--- src/rtl/calc_input_latch.sv ---
// calc_input_latch
// Front end for the 4-bit signed calculator. Raw DE2 switches and buttons
// are synchronized and the buttons are debounced. Buttons 0..2 toggle the
// pending operation bits. Button 3 (LOAD) commits the pending op and the
// switch operands into stable output registers.
//
// Ports
//   CLOCK_50    in   system clock, rising edge
//   RESET_N     in   asynchronous active-low reset
//   KEY_N[3:0]  in   raw active-low buttons; [2:0] toggle op bits, [3] LOAD
//   SW[7:0]     in   raw switches; [7:4] operand A, [3:0] operand B
//   OP_PENDING  out  op bits being composed (LED display)
//   OP          out  committed op, feeds calculator KEY[2:0]
//   A, B        out  committed operands, feed calculator SW[7:0]
//   VALID       out  one-cycle pulse in the cycle after each commit
module calc_input_latch #(
    parameter int DEBOUNCE_CYCLES = 500000
) (
    input  logic       CLOCK_50,
    input  logic       RESET_N,
    input  logic [3:0] KEY_N,
    input  logic [7:0] SW,
    output logic [2:0] OP_PENDING,
    output logic [2:0] OP,
    output logic [3:0] A,
    output logic [3:0] B,
    output logic       VALID
);

    localparam int CW = $clog2(DEBOUNCE_CYCLES + 1);
    localparam logic [CW-1:0] CNT_LAST = CW'(DEBOUNCE_CYCLES - 1);

    typedef enum logic {
        IDLE,
        HELD
    } state_t;

    logic [3:0]    keyS1Q, keyS2Q;
    logic [7:0]    swS1Q, swS2Q;
    logic [3:0]    dbQ, dbD;
    logic [CW-1:0] cntQ [4];
    logic [CW-1:0] cntD [4];
    logic [3:0]    pressEv;
    logic [2:0]    opPendingQ, opPendingD;
    logic [2:0]    opQ;
    logic [3:0]    aQ, bQ;
    logic          validQ;
    logic          commit;
    state_t        stateQ, stateD;

    // Two-flop synchronizers. Buttons rest at the released level (1) so that
    // a reset never looks like a press; switches rest at 0.
    always_ff @(posedge CLOCK_50 or negedge RESET_N) begin
        if (!RESET_N) begin
            keyS1Q <= 4'hF;
            keyS2Q <= 4'hF;
            swS1Q  <= 8'h00;
            swS2Q  <= 8'h00;
        end else begin
            keyS1Q <= KEY_N;
            keyS2Q <= keyS1Q;
            swS1Q  <= SW;
            swS2Q  <= swS1Q;
        end
    end

    // Debouncers: a level change is accepted only after DEBOUNCE_CYCLES
    // consecutive differing samples. Any matching sample restarts the count,
    // and the count clears on the flip so it can never wrap. A press event is
    // the 1->0 flip, flagged in the same cycle the flip is decided.
    always_comb begin
        dbD     = dbQ;
        pressEv = '0;
        for (int i = 0; i < 4; i++) begin
            cntD[i] = cntQ[i];
            if (keyS2Q[i] == dbQ[i]) begin
                cntD[i] = '0;
            end else if (cntQ[i] == CNT_LAST) begin
                cntD[i]    = '0;
                dbD[i]     = ~dbQ[i];
                pressEv[i] = dbQ[i];
            end else begin
                cntD[i] = cntQ[i] + CW'(1);
            end
        end
    end

    // Debounce state registers.
    always_ff @(posedge CLOCK_50 or negedge RESET_N) begin
        if (!RESET_N) begin
            dbQ <= 4'hF;
            for (int i = 0; i < 4; i++) begin
                cntQ[i] <= '0;
            end
        end else begin
            dbQ <= dbD;
            for (int i = 0; i < 4; i++) begin
                cntQ[i] <= cntD[i];
            end
        end
    end

    // Each op button independently flips its pending bit on a press event;
    // simultaneous presses simply flip several bits at once.
    always_comb begin
        opPendingD = opPendingQ ^ pressEv[2:0];
    end

    // LOAD state machine: one commit per debounced press. After committing it
    // parks in HELD until the debounced LOAD level is released again.
    always_comb begin
        stateD = stateQ;
        commit = 1'b0;
        case (stateQ)
            IDLE: begin
                if (pressEv[3]) begin
                    commit = 1'b1;
                    stateD = HELD;
                end
            end
            HELD: begin
                if (dbQ[3]) begin
                    stateD = IDLE;
                end
            end
            default: stateD = IDLE;
        endcase
    end

    // State register, pending op, and the committed outputs. The commit takes
    // the next-state pending op so a toggle on the commit edge is included.
    // Switch operands pass through untouched; no arithmetic happens here.
    always_ff @(posedge CLOCK_50 or negedge RESET_N) begin
        if (!RESET_N) begin
            stateQ     <= IDLE;
            opPendingQ <= 3'b000;
            opQ        <= 3'b000;
            aQ         <= 4'h0;
            bQ         <= 4'h0;
            validQ     <= 1'b0;
        end else begin
            stateQ     <= stateD;
            opPendingQ <= opPendingD;
            validQ     <= commit;
            if (commit) begin
                opQ <= opPendingD;
                aQ  <= swS2Q[7:4];
                bQ  <= swS2Q[3:0];
            end
        end
    end

    assign OP_PENDING = opPendingQ;
    assign OP         = opQ;
    assign A          = aQ;
    assign B          = bQ;
    assign VALID      = validQ;

endmodule

--- config.mk ---
export PLATFORM = sky130hd
export DESIGN_NAME = calc_input_latch
export DESIGN_NICKNAME = d
export VERILOG_FILES = /design/src/rtl/calc_input_latch.sv
export SDC_FILE = /design/constraint.sdc
export NUM_CORES = 1
export LEC_CHECK = 0
export CAP_MARGIN = 20
export CORE_ASPECT_RATIO = 0.9
export CORE_MARGIN = 3
export CORE_UTILIZATION = 59
export DETAILED_ROUTE_END_ITERATION = 16
export PLACE_DENSITY = 0.85
export SETUP_SLACK_MARGIN = 0.02
export SYNTH_ARGS = -nofsm -noshare
export SYNTH_HDL_FRONTEND = slang
export SYNTH_SLANG_ARGS = --single-unit
--- constraint.sdc ---
create_clock -name CLOCK_50 -period 2.4 [get_ports CLOCK_50]
set_input_delay 0.36 -clock CLOCK_50 [delete_from_list [all_inputs] [get_ports CLOCK_50]]
set_output_delay 0.36 -clock CLOCK_50 [all_outputs]
set_load 0.005 [all_outputs]
==> impl_metrics.yaml, run 1 <==
timing:
  slew_viol_final: 0
  fin_ws_ns: 0.255
  finalClockSkew_ns: 0.00569
  period_needed_ns: 2.14
  fin_tns_setup_ns: 0
  tightestPinTransition_ns: 0.615
  hold_viol_final: 0
  rsz0062_at_grt: "false"
  relSlewSlack_pct: 58.7
  setup_viol: 0
  max_freq_ghz: 0.466
  period_share_pct: 89.4
global_route:
  grt_pass1_vias: 4053
  groute.usage.overall_pct: 24.1
  grt_max_degree: 45
  antenna_found_initial: 0
  grt.overflow.total: 0
  grt_pass1_wl_mm: 18.8
placed_design:
  dpl.hpwl_mm: 7.06
  place_congestion: 0.851
  place_inst: 639
  dp_slack_ns: 0.144
  portBuffers: 28
critical_path:
  startpoint_type: "register"
  cpMaxStageDelayCell: "or4_4"
  regToRegEndpoint: "cntQ[36]$_DFF_PN0_"
  cpPeakStageDelay_ns: 0.58
  required_ns: 2.80
  cp.arrival_ns: 2.55
  crit_path_max_fanout: 19
  r2r_cells: 5
  r2r_start: "cntQ[28]$_DFF_PN0_"
  criticalPathCategory: "register to register"
  end_kind: "register"
  r2r_slack_ns: 0.26
  crit_path_cell_trace: "or4_1 > or4_4 > o21ai_4 > buf_12 > a21oi_1"
synthesis:
  synth_flop_cell: "dfrtp_1"
  synth.top_cell.area_share_pct: 50.9
  yosysMostFrequentCell: "dfrtp_1"
  synth_cell_types: 41
  synth_seq_area_share_pct: 56.9
  ys_top_cells_by_area: "dfrtp_1, dfstp_2, xor2_1"
  synth_top_area_cell: "dfrtp_1"
  yosysWarnings: 0
  synth_edf_count: 0
  synthTopCellsByCount: "dfrtp_1, nor2_1, nand2_1, nand3_1, xor2_1"
  synth_area_sq_um: 5310
  syn_avg_cell_area_sq_um: 10.7
  synth_nets: 513
  ys_ff_latch: 120
  async_flop_share_pct: 100
  syn-instance-count: 495
routing:
  post_drt_wl_per_cell_microns: 16.5
  viasPerCell: 5.91
  drc: 0
  drt-initial-drc-count: 265
  ant_nets: 0
  drt-total-wl_mm: 11.1
  first_pass_iters: 7
  via_count: 3975
layout:
  n_fill_cell: 600
  area_growth_syn_to_layout_pct: 19.6
  diodes: 0
  multi_input_area_sq_um: 2200
  layout-drive-gt1-share_pct: 12.6
  regArea_sq_um: 3020
  final_net_count: 559
  layout.cells.non_filler: 673
cts:
  cts_buffers: 17
  clock_latency_ns: 0.53
  cts.sinks: 120
  h-tree-depth: 4
  clk_pin_slew_ns: 0.06
  cts-root-buf: "clkbuf_8"
  clock_path_buffers: 2
  cts_tree: "yes"
floorplanning:
  rows: 32
  core-area_sq_um: 8650
  die_area_sq_um: 10200
  die_w_microns: 106
  die_y_microns: 96.0
  ios: 29
  start_util_pct: 61.4
pwr:
  p_per_area_nw_per_um2: 713
  irDropWorstVdd_mv: 0.671
  p_leak_uw: 0.00259
worst_hold_path:
  min-delay-start: "KEY_N[3]"
  min_delay_path_depth: 1
  hold_class: "input pin to register"
  hold_end: "keyS1Q[3]$_DFF_PN1_"
job:
  drv_cap: 0
status:
  status: "completed"
## power by group
group / internal (uW) / leakage (uW) / total (uW) / switching [uW]
sequential: 2070 / 0.00159 / 2090 / 25.6
combinational: 55.0 / 0.000746 / 138 / 83.0
clock: 1390 / 0.000260 / 2290 / 902
## repair_timing
item	in CTS	in global routing
resized for setup	0	0
hold buffers	1	0
endpoints found under the setup margin	0	17
buffers inserted	0	1
endpoints found under the hold margin	39	0
## worst max path at each step
stage,from,end,cells past startpoint
CTS,cntQ[28]$_DFF_PN0_,cntQ[26]$_DFF_PN0_,4
detailed placement,cntQ[28]$_DFF_PN0_,cntQ[26]$_DFF_PN0_,4
floorplan,cntQ[0]$_DFF_PN0_,A[0]$_DFFE_PN0P_,7
global placement,cntQ[28]$_DFF_PN0_,cntQ[32]$_DFF_PN0_,4
finish,cntQ[28]$_DFF_PN0_,cntQ[36]$_DFF_PN0_,5
global route,cntQ[28]$_DFF_PN0_,OP_PENDING[2]$_DFF_PN0_,4
## routing by layer
layer	GRT usage, %	wire length, microns	share of wire [%]
met5	0	0	0
met4	13.4	323	2.9
met3	6.37	605	5.4
met2	37.2	5360	48
met1	31.6	4820	43
## worst max-delay path: cells and delay by family, from the launching register on
family,cells,cell delay (ns)
and+or+nand+nor,2,1.15
DFF,1,0.44
AOI/OAI and AO/OA,2,0.24
buffers and inverters,1,0.17
## stage by stage
step           hold WS [ns]  instance area, sq um  util (%)  total power, uW
6_report              0.233                  6350      73.4             4520
4_1_cts               0.215                  6330      73.1             4560
2_1_floorplan        0.0644                  5310         -             2170
5_1_grt               0.221                  6350      73.4             4680
3_3_place_gp          0.333                  5780      66.8             2250
3_5_place_dp          0.339                  5780      66.8             2260
## layout make-up
| cell class | count | area share, % |
|---|---|---|
| well taps | 119 | 2.35 |
| flip-flops and latches | 120 | 47.6 |
| clock buffers | 20 | 6.86 |
| multi-input cells | 353 | 34.6 |
| clock inverters | 12 | 1.64 |
| inverters | 9 | 0.532 |
| repair buffers | 40 | 6.43 |
## sequential cells by signal, summed over array words and instances (netlist names)
| signal | count |
|---|---|
| A | 4 |
| swS2Q | 8 |
| stateQ | 1 |
| keyS1Q | 4 |
| dbQ | 4 |
| OP | 3 |
| VALID | 1 |
| B | 4 |
| keyS2Q | 4 |
| OP_PENDING | 3 |
| swS1Q | 8 |
| cntQ | 76 |
## cells in the final DEF, fill, tap and decap left out, types with 4 or more instances in the layout
cell,n
dfstp_2,12
and3_1,4
xnor2_1,26
inv_1,9
or3_1,11
nor4b_1,4
nor4_1,15
dfrtp_1,108
nand3_1,31
and4_1,9
nand4_1,24
ha_1,4
nor3_1,8
clkdlybuf4s50_1,27
clkinv_2,5
xor2_1,28
a21oi_1,18
mux2_2,9
clkbuf_16,16
nor2_1,63
and2_1,5
buf_4,9
nand2_1,34
o21ai_0,11
or4_1,10
o31ai_1,12
## logic make-up (layout without fill, tap and decap cells)
| family | count (synthesis) | after routing | synth area share (%) |
|---|---|---|---|
| adder cells (fa/ha/maj) | 4 | 4 | 0.943 |
| buffers and inverters | 22 | 81 | 1.79 |
| flip-flops | 120 | 120 | 56.9 |
| AND/OR/NAND/NOR | 233 | 233 | 23.3 |
| XOR/XNOR | 54 | 54 | 8.91 |
| AO/OA/AOI/OAI | 53 | 53 | 6.23 |
| multiplexers | 9 | 9 | 1.91 |
No activity file was read; power rests on OpenSTA's default activity.
==> inputs of run 2 (changes only) <==
- GPL_ROUTABILITY_DRIVEN: default -> 0
==> results of run 2 <==
The final DEF is identical to that of run 1; final timing and power are the same.
==> inputs of run 3 (changes only) <==
- TNS_END_PERCENT: default -> 1
==> results of run 3 <==
The final DEF is identical to that of run 1; final timing and power are the same.
